==> src/rtl/cardinal_nic_pkg.sv <==
// Shared constants and types for the cardinal NIC: register map, VC bit position,
// default widths and the per-channel full-flag state encoding.
package cardinal_nic_pkg;

    localparam int NIC_DATA_WIDTH = 64;
    localparam int NIC_ADDR_WIDTH = 3;

    localparam int NIC_IN_BUF  = 0;
    localparam int NIC_IN_STS  = 1;
    localparam int NIC_OUT_BUF = 2;
    localparam int NIC_OUT_STS = 3;

    // Bit 0 (MSB of the big-endian packet) carries the virtual-channel select.
    localparam int VC_BIT = 0;

    typedef enum logic {
        CH_EMPTY = 1'b0,
        CH_FULL  = 1'b1
    } ch_state_t;

endpackage

==> src/rtl/nic_channel_buffer.sv <==
// One packet register guarded by an EMPTY/FULL state machine. A load is accepted
// only while EMPTY; a drain only takes effect while FULL. State is exported as-is.
module nic_channel_buffer
    import cardinal_nic_pkg::*;
#(
    parameter int DATA_WIDTH = NIC_DATA_WIDTH
) (
    input  logic                  clk,
    input  logic                  reset,
    input  logic                  load,
    input  logic                  drain,
    input  logic [0:DATA_WIDTH-1] din,
    output logic [0:DATA_WIDTH-1] dout,
    output ch_state_t             state
);

    ch_state_t             state_q;
    ch_state_t             state_d;
    logic [0:DATA_WIDTH-1] data_q;
    logic                  load_ok;

    assign load_ok = load && (state_q == CH_EMPTY);

    always_comb begin
        state_d = state_q;
        case (state_q)
            CH_EMPTY: if (load)  state_d = CH_FULL;
            CH_FULL:  if (drain) state_d = CH_EMPTY;
            default:             state_d = CH_EMPTY;
        endcase
    end

    always_ff @(posedge clk or posedge reset) begin
        if (reset) begin
            state_q <= CH_EMPTY;
            data_q  <= '0;
        end else begin
            state_q <= state_d;
            if (load_ok) begin
                data_q <= din;
            end
        end
    end

    assign dout  = data_q;
    assign state = state_q;

endmodule

==> src/rtl/cardinal_nic.sv <==
// NIC between the cardinal processor port and one router port: register decode,
// combinational read mux, and send/ready gating around two channel buffers.
module cardinal_nic
    import cardinal_nic_pkg::*;
#(
    parameter int DATA_WIDTH = NIC_DATA_WIDTH,
    parameter int ADDR_WIDTH = NIC_ADDR_WIDTH
) (
    input  logic                  clk,
    input  logic                  reset,
    input  logic [0:ADDR_WIDTH-1] nic_addr,
    input  logic                  nicEn,
    input  logic                  nicWrEn,
    input  logic [0:DATA_WIDTH-1] d_out,
    output logic [0:DATA_WIDTH-1] nic_data,
    input  logic                  net_si,
    output logic                  net_ri,
    input  logic [0:DATA_WIDTH-1] net_di,
    output logic                  net_so,
    input  logic                  net_ro,
    output logic [0:DATA_WIDTH-1] net_do,
    input  logic                  net_polarity
);

    // Handshake: a transfer happens on a rising edge where the sender's send
    // (net_si / net_so) and the receiver's ready (net_ri / net_ro) are both 1;
    // send must never be raised toward a receiver whose ready is 0.

    logic                  rd_en;
    logic                  wr_en;
    logic                  sel_in_buf;
    logic                  sel_in_sts;
    logic                  sel_out_buf;
    logic                  sel_out_sts;
    logic                  in_full;
    logic                  out_full;
    logic                  in_load;
    logic                  in_drain;
    logic                  out_load;
    logic [0:DATA_WIDTH-1] in_buf;
    logic [0:DATA_WIDTH-1] out_buf;
    ch_state_t             in_state;
    ch_state_t             out_state;

    assign rd_en = nicEn & ~nicWrEn;
    assign wr_en = nicEn & nicWrEn;

    assign sel_in_buf  = (nic_addr == ADDR_WIDTH'(NIC_IN_BUF));
    assign sel_in_sts  = (nic_addr == ADDR_WIDTH'(NIC_IN_STS));
    assign sel_out_buf = (nic_addr == ADDR_WIDTH'(NIC_OUT_BUF));
    assign sel_out_sts = (nic_addr == ADDR_WIDTH'(NIC_OUT_STS));

    assign in_full  = (in_state == CH_FULL);
    assign out_full = (out_state == CH_FULL);

    // Ready drops combinationally with reset so nothing is offered while buffers clear.
    assign net_ri   = ~in_full & ~reset;
    assign in_load  = net_si & net_ri;
    assign in_drain = rd_en & sel_in_buf;

    assign out_load = wr_en & sel_out_buf;
    assign net_so   = out_full & net_ro & (out_buf[VC_BIT] == net_polarity);
    assign net_do   = out_buf;

    always_comb begin
        nic_data = '0;
        if (rd_en) begin
            if (sel_in_buf)       nic_data = in_buf;
            else if (sel_in_sts)  nic_data = DATA_WIDTH'(in_full);
            else if (sel_out_sts) nic_data = DATA_WIDTH'(out_full);
        end
    end

    nic_channel_buffer #(.DATA_WIDTH(DATA_WIDTH)) u_in_chan (
        .clk   (clk),
        .reset (reset),
        .load  (in_load),
        .drain (in_drain),
        .din   (net_di),
        .dout  (in_buf),
        .state (in_state)
    );

    nic_channel_buffer #(.DATA_WIDTH(DATA_WIDTH)) u_out_chan (
        .clk   (clk),
        .reset (reset),
        .load  (out_load),
        .drain (net_so),
        .din   (d_out),
        .dout  (out_buf),
        .state (out_state)
    );

endmodule

==> config.mk <==
export PLATFORM = sky130hd
export DESIGN_NAME = cardinal_nic
export DESIGN_NICKNAME = d
export VERILOG_FILES = /design/src/rtl/cardinal_nic_pkg.sv /design/src/rtl/nic_channel_buffer.sv /design/src/rtl/cardinal_nic.sv
export SDC_FILE = /design/constraint.sdc
export NUM_CORES = 1
export LEC_CHECK = 0
export ABC_CLOCK_PERIOD_IN_PS = 11550
export CAP_MARGIN = 20
export CORE_UTILIZATION = 38
export DETAILED_ROUTE_END_ITERATION = 12
export GPL_TIMING_DRIVEN = 0
export PLACE_DENSITY = 0.85
export SLEW_MARGIN = 20
export SYNTH_ARGS = -nofsm -noshare
export SYNTH_HDL_FRONTEND = slang
export SYNTH_SLANG_ARGS = --single-unit
export TNS_END_PERCENT = 20
==> constraint.sdc <==
create_clock -name clk -period 11.55 [get_ports clk]
set_input_delay 2.31 -clock clk [delete_from_list [all_inputs] [get_ports clk]]
set_output_delay 2.31 -clock clk [all_outputs]
set_load 0.02 [all_outputs]
**Yosys cells after proc, flatten, opt, wreduce, memory -nomap -nowiden**

Index checks and enable logic that the tools add are counted.

- Equality and inequality tests: 4
- Multiplexer cells: 10
- Bitwise operators: 12
- Reduce and logical (&&, ||, !) cells: 3

Operators with widths:

| operator | number |
|---|---|
| $mux W64 | 2 |
| $and A1 B1 Y1 | 8 |
| $eq A3 B2 Y1 const B | 2 |
| $mux W1 | 6 |
| $not A1 Y1 | 4 |
| $pmux W1 S2 | 2 |
| $eq A3 B1 Y1 const B | 1 |
| $logic_not A3 Y1 | 1 |
| $logic_and A1 B1 Y1 | 2 |
| $eq A1 B1 Y1 | 1 |

- Register bits after elaboration: 130
- Input port bits: 138
- Logic and storage cells: 33

**Depth between registers and ports, before layout**

Gate-level depths: netlist of run 1.

- Word-level depth: 5
- Gate-level depth with buffers: 5
- Gate-level depth less buffers: 3

**Hierarchy**

From an unflattened synthesis of run 1, not the netlist that was laid out.

- Cell total of the unflattened synthesis: 361
- Area, all modules: 5924.4 µm²

Modules (own cells, without submodules):

| module | instances | cells an instance | area an instance (µm²) | seq. area each (µm²) |
|---|---|---|---|---|
| nic_channel_buffer | 2 | 140 | 2687.6 | 1626.6 |
| cardinal_nic | 1 | 81 | 549.3 | 0.0 |

**Worst setup path before layout of run 1**

OpenSTA, ideal clock, no wires.

- Path type: input port to output port
- Start point: input port nic_addr[0] (netlist name)
- End point: output port nic_data[1] (netlist name)
- Arrival: 3.266 ns
- Required time: 9.240 ns
- Path slack: 5.974 ns
- Stages on the path: 4
- Path through: nand2b_1 > nor4_4 > clkbuf_1 > and2_1

- Longest elaborated chain between the ends: 3

RTL lines:

| what | line | text |
|---|---|---|
| start, declared | cardinal_nic.sv:11 | `input logic [0:ADDR_WIDTH-1] nic_addr,` |
| $logic_not A3 Y1 | cardinal_nic.sv:48 | `assign sel_in_buf = (nic_addr == ADDR_WIDTH'(NIC_IN_BUF));` |
| $mux W64 | cardinal_nic.sv:68 | `if (sel_in_buf) nic_data = in_buf;` |
| $mux W64 | cardinal_nic.sv:67 | `if (rd_en) begin` |
| end, declared | cardinal_nic.sv:15 | `output logic [0:DATA_WIDTH-1] nic_data,` |

Every way passes these cells.

**Final worst setup path of run 1**

- Start point: input port nic_addr[2] (netlist name)
- End point: output port nic_data[6] (netlist name)

Same word-level chain as after synthesis.

==> results.json, run 1 <==
{
  "cts_resized": 0,
  "switchingPower_w": 0.000547,
  "overflow": 0,
  "syn_area_per_cell_um2": 15.5,
  "tritoncts": "yes",
  "crit_path_cell_trace": "clkdlybuf4s50_1, nor4_4, clkbuf_1, and2_1, clkdlybuf4s50_1",
  "grt_first_pass_wirelength_um": 21300,
  "cts_setup_buffers": 0,
  "clk_pin_slew_ns": 0.05,
  "fillers": 1000,
  "yosysTopAreaCellShare_pct": 58.7,
  "worstSkewPairLatency_ns": 0.41,
  "status": "finished, final reports clean",
  "die-area_um2": 15100,
  "start_kind": "input port",
  "route.detailed.drc": 0,
  "p_leak_nw": 4.01,
  "placementRows": 43,
  "setup-tns-final_ns": 0,
  "syn_nets": 496,
  "first_global_vias": 4154,
  "initial_core_util_pct": 39.4,
  "cts-htree-levels": 4,
  "die-height_um": 123,
  "slowest_stage": "clkdlybuf4s50_1",
  "power_w": 0.00197,
  "crit_arrival_ns": 4.60,
  "slowest_delay_ns": 0.61,
  "finClkSkew_ns": 0.00371,
  "cts.sinks": 130,
  "fmax_mhz": 145,
  "yosys-top-cells-area": "dfrtp_1, mux2_2, mux2_4",
  "synth_cell_type_count": 19,
  "layout.nets": 783,
  "die_w_um": 123,
  "syn_to_final_growth_pct": 64.2,
  "irDropWorstVdd_v": 0.000137,
  "totalWireLength_um": 14000,
  "slew_headroom_pct": 63.2,
  "antenna_found_initial": 0,
  "synthCells": 358,
  "coreArea_um2": 14000,
  "path_class": "input port to output pin",
  "cp.required_ns": 9.24,
  "drtIter0Drc": 134,
  "n_antenna_cell": 0,
  "tightestPinTransition_ns": 0.548,
  "netSwitchingFraction_pct": 27.8,
  "dr_total_vias": 3900,
  "synth_area_leader_cell": "dfrtp_1",
  "crit_top_cell": "clkdlybuf4s50_1",
  "crit_fanout": 10,
  "timing.final.crit_share_pct": 59.8,
  "report.final.hold_viol_count": 0,
  "place.gp.congestion": 0.745,
  "finalSetupViolCount": 0,
  "drive_gt1_share_pct": 26.7,
  "ios": 268,
  "yosysWarningCount": 0,
  "cts-buffers-inserted": 17,
  "grtUsageTotal_pct": 18.8,
  "wl_per_cell_um": 16.7,
  "ys_ff_latch": 130,
  "cts_root_buf": "clkbuf_16",
  "syn_area_um2": 5540,
  "grt_max_degree": 76,
  "hpwl_um": 10500,
  "hold_buffers": 0,
  "drv_slew": 0,
  "pwr-share-comb_pct": 32.9,
  "pwr-share-seq_pct": 38.8,
  "seq_area_frac_synth_pct": 58.7,
  "power_density_nw_per_um2": 217,
  "hold_class": "flip-flop to flip-flop",
  "ant_nets": 0,
  "intPower_w": 0.00142,
  "vias_per_cell": 4.65,
  "drv_cap": 0,
  "first_pass_iters": 4,
  "cp-end-kind": "output pin",
  "clockBufferDepth": 2,
  "clock_power_share_pct": 28.3,
  "rsz0062_at_grt": "no",
  "finalCriticalPeriod_ns": 6.91,
  "place.port_buffers": 267
}
-- per-layer routing --
| metal | global-route usage (%) | vias up | wire (um) |
|---|---|---|---|
| met5 | 0 | - | 0 |
| met1 | 21.0 | 1902 | 5460 |
| met3 | 6.55 | 24 | 1120 |
| met4 | 8.08 | 0 | 257 |
| li1 | - | 1793 | - |
| met2 | 32.3 | 181 | 7130 |
-- power groups by stage --
stage | Combinational [W] | Clock (W) | Sequential (W)
finish | 0.000650 | 0.000558 | 0.000764
global route | 0.000688 | 0.000590 | 0.000789
CTS | 0.000657 | 0.000569 | 0.000766
detailed placement | 0.000656 | 0 | 0.000767
global placement | 0.000636 | 0 | 0.000758
floorplan | 0.000266 | 0 | 0.000848
-- through the flow --
stage	hold slack [ns]	setup WS (ns)	area, um2	utilization [%]	cells
after floorplan	0.472	5.77	5540	-	358
after global placement	0.481	4.10	8440	60.1	805
after detailed placement	0.487	4.54	8470	60.3	806
after CTS	0.499	4.54	9090	64.8	838
after global routing	0.513	4.43	9090	64.8	838
final	0.493	4.64	9090	64.8	838
-- worst paths after layout --
check / start / to / slack [ns] / cells after the start
max reg2reg: u_in_chan.state / u_in_chan.dout[50] / 9.74 / 5
max: nic_addr[2] / nic_data[6] / 4.64 / 5
max in group asynchronous: reset / u_out_chan.dout[53] / 8.47 / 3
min: u_in_chan.dout[61] / u_in_chan.dout[61] / 0.49 / 1
min reg2reg: u_in_chan.dout[61] / u_in_chan.dout[61] / 0.49 / 1
min in group asynchronous: reset / u_in_chan.dout[32] / 2.35 / 2
-- Yosys cell counts --
cell type / count
a22oi_1: 1
and2_1: 64
and3_1: 1
and4bb_1: 1
buf_2: 3
buf_4: 5
buf_6: 6
clkbuf_1: 6
dfrtp_1: 130
inv_1: 3
mux2_2: 80
mux2_4: 49
nand2b_1: 2
nor2_1: 2
nor3_1: 1
nor4_4: 1
o21ai_0: 1
o21bai_1: 1
xnor2_1: 1
-- area by class of cell --
| class | count | area (um2) | share of cell area (%) |
|---|---|---|---|
| multi-input combinational | 205 | 2130 | 23.4 |
| buffer | 20 | 143 | 1.57 |
| inverter | 3 | 16.3 | 0.179 |
| sequential | 130 | 3250 | 35.8 |
| clock inverter | 8 | 124 | 1.36 |
| clock buffer | 24 | 502 | 5.52 |
| tap | 180 | 225 | 2.48 |
| timing repair buffer | 268 | 2700 | 29.7 |
-- registers in the layout, summed over array words and instances, names as in the netlist --
register / flops
u_out_chan.state: 1
u_in_chan.state: 1
u_out_chan.dout: 64
u_in_chan.dout: 64
-- cell families (layout without fill, tap and decap cells) --
group	count (synthesis)	count (layout)	synth area share (%)
compound gates	3	3	0.362
xor+xnor	1	1	0.158
buf+inv	23	323	2.78
flops	130	130	58.7
mux	129	129	29.6
simple gates	72	72	8.40
-- cell usage in the layout, fill, tap and decap left out, types with 2 or more instances in the layout --
master,netlist,final
inv_1,3,2
mux2_2,80,80
nand2b_1,2,2
and2_1,64,64
dfrtp_1,130,130
clkinv_2,0,2
buf_2,3,3
mux2_4,49,49
clkbuf_16,0,17
clkinvlp_4,0,2
nor2_1,2,2
clkdlybuf4s50_1,0,267
clkbuf_1,6,8
buf_6,6,6
bufinv_16,0,3
buf_4,5,5
clkbuf_8,0,5
-- critical path: cells and delay by family --
family	cells	cell delay, ns
buffers and inverters	3	1.51
and+or+nand+nor	2	0.77
Power figures use the tool's default switching activity.
==> run 2, diff against run 1 <==
Settings changed: ABC_CLOCK_PERIOD_IN_PS 11550 to 5700, CORE_UTILIZATION 38 to 37, PLACE_DENSITY 0.85 to 0.86.
Clock period 11.55 ns to 5.7 ns, I/O delays scaled along.
==> results.json, run 2 (synthesis gave the netlist of run 1 again) <==
{
  "top_layer": "met4",
  "final_common_cell": "clkdlybuf4s50_1",
  "die-height_um": 124,
  "grt_max_degree": 69,
  "irDropWorstVdd_v": 0.000264,
  "tritoncts": "yes",
  "cts-buffers-inserted": 17,
  "drv_slew": 0,
  "initial_core_util_pct": 38.0,
  "wl_met1_um": 5600,
  "die_w_um": 124,
  "ant_nets": 0,
  "status": "finished, final reports clean",
  "tightestPinTransition_ns": 0.647,
  "finClkSkew_ns": 0.00610,
  "clockBufferDepth": 2,
  "fillers": 1107,
  "hold_buffers": 0,
  "hold_class": "flip-flop to flip-flop",
  "place.port_buffers": 267,
  "slew_headroom_pct": 56.5,
  "drv_cap": 0,
  "crit_fanout": 10,
  "ios": 268,
  "fmax_mhz": 217,
  "finalSetupViolCount": 0,
  "place.gp.congestion": 0.781,
  "grtUsageTotal_pct": 19.4,
  "grt_first_pass_wirelength_um": 23100,
  "coreArea_um2": 14600,
  "dr_total_vias": 3881,
  "overflow": 0,
  "drive_gt1_share_pct": 26.7,
  "hpwl_um": 10700,
  "cts_root_buf": "clkbuf_16",
  "cts_setup_buffers": 0,
  "die-area_um2": 15500,
  "power_density_nw_per_um2": 443,
  "worstSkewPairLatency_ns": 0.41,
  "report.final.hold_viol_count": 0,
  "start_kind": "input port",
  "first_global_vias": 4368,
  "final_util_pct": 62.4,
  "route.met2.wl_um": 7130,
  "cp-end-kind": "output pin",
  "dr_wl_met3_um": 1160,
  "dp.cells": 810,
  "p_leak_nw": 4.02,
  "first_pass_iters": 4,
  "clk_pin_slew_ns": 0.05,
  "cts_resized": 0,
  "layout_common_cells": "clkdlybuf4s50_1, dfrtp_1, mux2_2",
  "vias_per_cell": 4.61,
  "crit_arrival_ns": 3.46,
  "drtIter0Drc": 122,
  "route.detailed.drc": 0,
  "placementRows": 44,
  "wl_per_cell_um": 16.9,
  "cp.required_ns": 4.56,
  "totalWireLength_um": 14200,
  "finalCriticalPeriod_ns": 4.60,
  "cts.sinks": 130,
  "syn_to_final_growth_pct": 64.4,
  "rsz0062_at_grt": "no",
  "final_cells": 842,
  "r2r_setup_slack_ns": 3.97,
  "antenna_found_initial": 0,
  "path_class": "input port to output pin",
  "cts-htree-levels": 4,
  "layout.nets": 783,
  "n_antenna_cell": 0,
  "timing.final.crit_share_pct": 80.7
}
[run 2: changes by cell type in the layout (fill, tap and decap cells not counted), sizes merged]
cell / previous run / this run
bufinv: 3 / 4
clkbuf: 30 / 28
clkinv: 3 / 4
[run 2: metrics by stage]
step | total power, W | setup WS (ns) | hold slack [ns] | cell area, um2 | TNS, ns
finish | 0.00403 | 1.10 | 0.496 | 9100 | 0
global route | 0.00422 | 0.860 | 0.508 | 9100 | 0
CTS | 0.00408 | 1.01 | 0.499 | 9100 | 0
detailed placement | 0.00290 | 1.01 | 0.487 | 8470 | 0
floorplan | 0.00226 | 1.09 | 0.472 | 5540 | 0
global placement | 0.00283 | -0.609 | 0.480 | 8440 | -78.13
[run 2: final timing paths]
path	startpoint	to	depth (start not counted)
hold / removal	u_in_chan.dout[37]	u_in_chan.dout[37]	1
max in group asynchronous	reset	u_out_chan.dout[28]	3
setup / recovery	nic_addr[2]	nic_data[6]	5
setup reg to reg	u_in_chan.state	u_in_chan.dout[35]	5
min in group asynchronous	reset	u_in_chan.dout[39]	2
hold reg to reg	u_in_chan.dout[37]	u_in_chan.dout[37]	1
[run 2: layer usage]
layer / vias up / track usage (%)
li1: 1798 / -
met1: 1872 / 21.2
met2: 186 / 33.1
met3: 25 / 7.17
met4: 0 / 9.36
met5: - / 0
[run 2: power by group]
part / internal (W) / switching, W / leakage, nW
registers: 0.00133 / 0.000226 / 1.59
logic: 0.000807 / 0.000512 / 2.12
clock network: 0.000763 / 0.000388 / 0.306
total: 0.00290 / 0.00113 / 4.02
[run 2: final cells by class]
cell class	count	area, um2	share of cell area, %
flip-flops and latches	130	3250	35.7
repair buffers	268	2700	29.7
clock buffers	22	474	5.21
plain buffers	20	143	1.57
multi-input cells	205	2130	23.4
inverters	3	16.3	0.179
well taps	184	230	2.53
clock inverters	10	155	1.70
[run 2: worst max-delay path: stages]
cell	delay (ns)
clkdlybuf4s50_1	0.49
nor4_4	0.63
clkbuf_1	0.39
and2_1	0.19
clkdlybuf4s50_1	0.63
==> run 3, diff against run 2 <==
Settings changed: ABC_CLOCK_PERIOD_IN_PS 5700 to 4000.
Clock period 5.7 ns to 4 ns, I/O delays scaled along.
==> results.json, run 3 (synthesis gave the netlist of run 1 again) <==
{
  "status": "finished, final reports clean",
  "totalWireLength_um": 14700,
  "power_w": 0.00567,
  "first_global_vias": 4500,
  "n_antenna_cell": 0,
  "place.port_buffers": 267,
  "route.detailed.drc": 0,
  "drtIter0Drc": 98,
  "antenna_found_initial": 0,
  "path_class": "input port to output pin",
  "drv_cap": 0,
  "crit_fanout": 10,
  "route.met2.wl_um": 7540,
  "die-height_um": 124,
  "finalCriticalPeriod_ns": 3.85,
  "cp-end-kind": "output pin",
  "cts-buffers-inserted": 17,
  "grt_max_degree": 34,
  "final_util_pct": 62.7,
  "first_pass_iters": 4,
  "p_leak_nw": 4.03,
  "overflow": 0,
  "layout.nets": 787,
  "placementRows": 44,
  "cts_resized": 0,
  "start_kind": "input port",
  "fin_ws_ns": 0.146,
  "pre_cts_ws_ns": -0.0103,
  "hold_class": "flip-flop to flip-flop",
  "die_w_um": 124,
  "hpwl_um": 11300,
  "clk_pin_slew_ns": 0.06,
  "fmax_mhz": 259,
  "drive_gt1_share_pct": 27.2,
  "rsz0062_at_grt": "no",
  "final_common_cell": "clkdlybuf4s50_1",
  "dp.cells": 813,
  "cp.required_ns": 3.20,
  "report.final.hold_viol_count": 0,
  "drv_slew": 0,
  "crit_arrival_ns": 3.05,
  "wl_per_cell_um": 17.4,
  "coreArea_um2": 14600,
  "worstSkewPairLatency_ns": 0.41,
  "tritoncts": "yes",
  "fin_area_um2": 9150,
  "irDropWorstVdd_v": 0.000413,
  "layout_common_cells": "clkdlybuf4s50_1, dfrtp_1, mux2_2",
  "dr_wl_met3_um": 1160,
  "vias_per_cell": 4.68,
  "initial_core_util_pct": 38.0,
  "dr_total_vias": 3961,
  "finClkSkew_ns": 0.00922,
  "timing.final.crit_share_pct": 96.4,
  "tightestPinTransition_ns": 0.355,
  "ios": 268,
  "syn_to_final_growth_pct": 65.2,
  "top_layer": "met4",
  "place.gp.congestion": 0.769,
  "clockBufferDepth": 2,
  "cts-htree-levels": 4,
  "cts.sinks": 130,
  "wl_met1_um": 5760,
  "die-area_um2": 15500,
  "finalSetupViolCount": 0,
  "fillers": 1084,
  "power_density_nw_per_um2": 620,
  "slew_headroom_pct": 76.3,
  "place_area_um2": 8520,
  "final_cells": 846,
  "ant_nets": 0,
  "grt_first_pass_wirelength_um": 24500,
  "cts_root_buf": "clkbuf_16",
  "grtUsageTotal_pct": 20.6
}
run 3: worst max-delay path: stages:
cell and delay (ns):
clkdlybuf4s50_1 0.39, nand2b_1 0.21, nor4_4 0.33, buf_12 0.17, clkbuf_1 0.30, and2_1 0.22
clkdlybuf4s50_1 0.62
run 3: stage by stage:
stage	TNS [ns]	hold WS, ns
2_1_floorplan	0	0.472
3_3_place_gp	0	0.481
3_5_place_dp	-0.0103	0.487
4_1_cts	0	0.500
5_1_grt	0	0.510
6_report	0	0.495
run 3: where the power goes:
part	leakage, nW	internal [W]	switching, W
sequential	1.59	0.00190	0.000305
combinational	2.15	0.00116	0.000743
clock	0.287	0.000998	0.000570
total	4.03	0.00406	0.00162
run 3: area by class of cell:
type                       instances  area, um2  area share, %
clock buffer                      20        447           4.88
sequential                       130       3250           35.6
tap                              184        230           2.52
buffer                            20        143           1.56
clock inverter                    12        158           1.72
timing repair buffer             272       2770           30.3
inverter                           3       15.0          0.164
multi-input combinational        205       2130           23.3
run 3: path summary, 6_finish.rpt:
check	endpoint	cells past startpoint	startpoint	slack, ns
max	nic_data[8]	7	nic_addr[0]	0.15
min	u_in_chan.dout[14]	1	u_in_chan.dout[14]	0.50
max reg2reg	u_in_chan.dout[50]	5	u_in_chan.state	2.28
min reg2reg	u_in_chan.dout[14]	1	u_in_chan.dout[14]	0.50
max in group asynchronous	u_out_chan.dout[12]	4	reset	2.59
min in group asynchronous	u_in_chan.dout[43]	2	reset	0.73
run 3: metal layers:
layer	vias to the layer above	GRT usage, %
li1	1816	-
met1	1923	22.7
met2	200	35.5
met3	22	7.90
met4	0	8.01
met5	-	0
run 3: timing repair:
| item | in CTS | in global routing |
|---|---|---|
| buffers inserted | 1 | 0 |
| hold buffers | 0 | 0 |
| setup endpoints to repair | 3 | 0 |
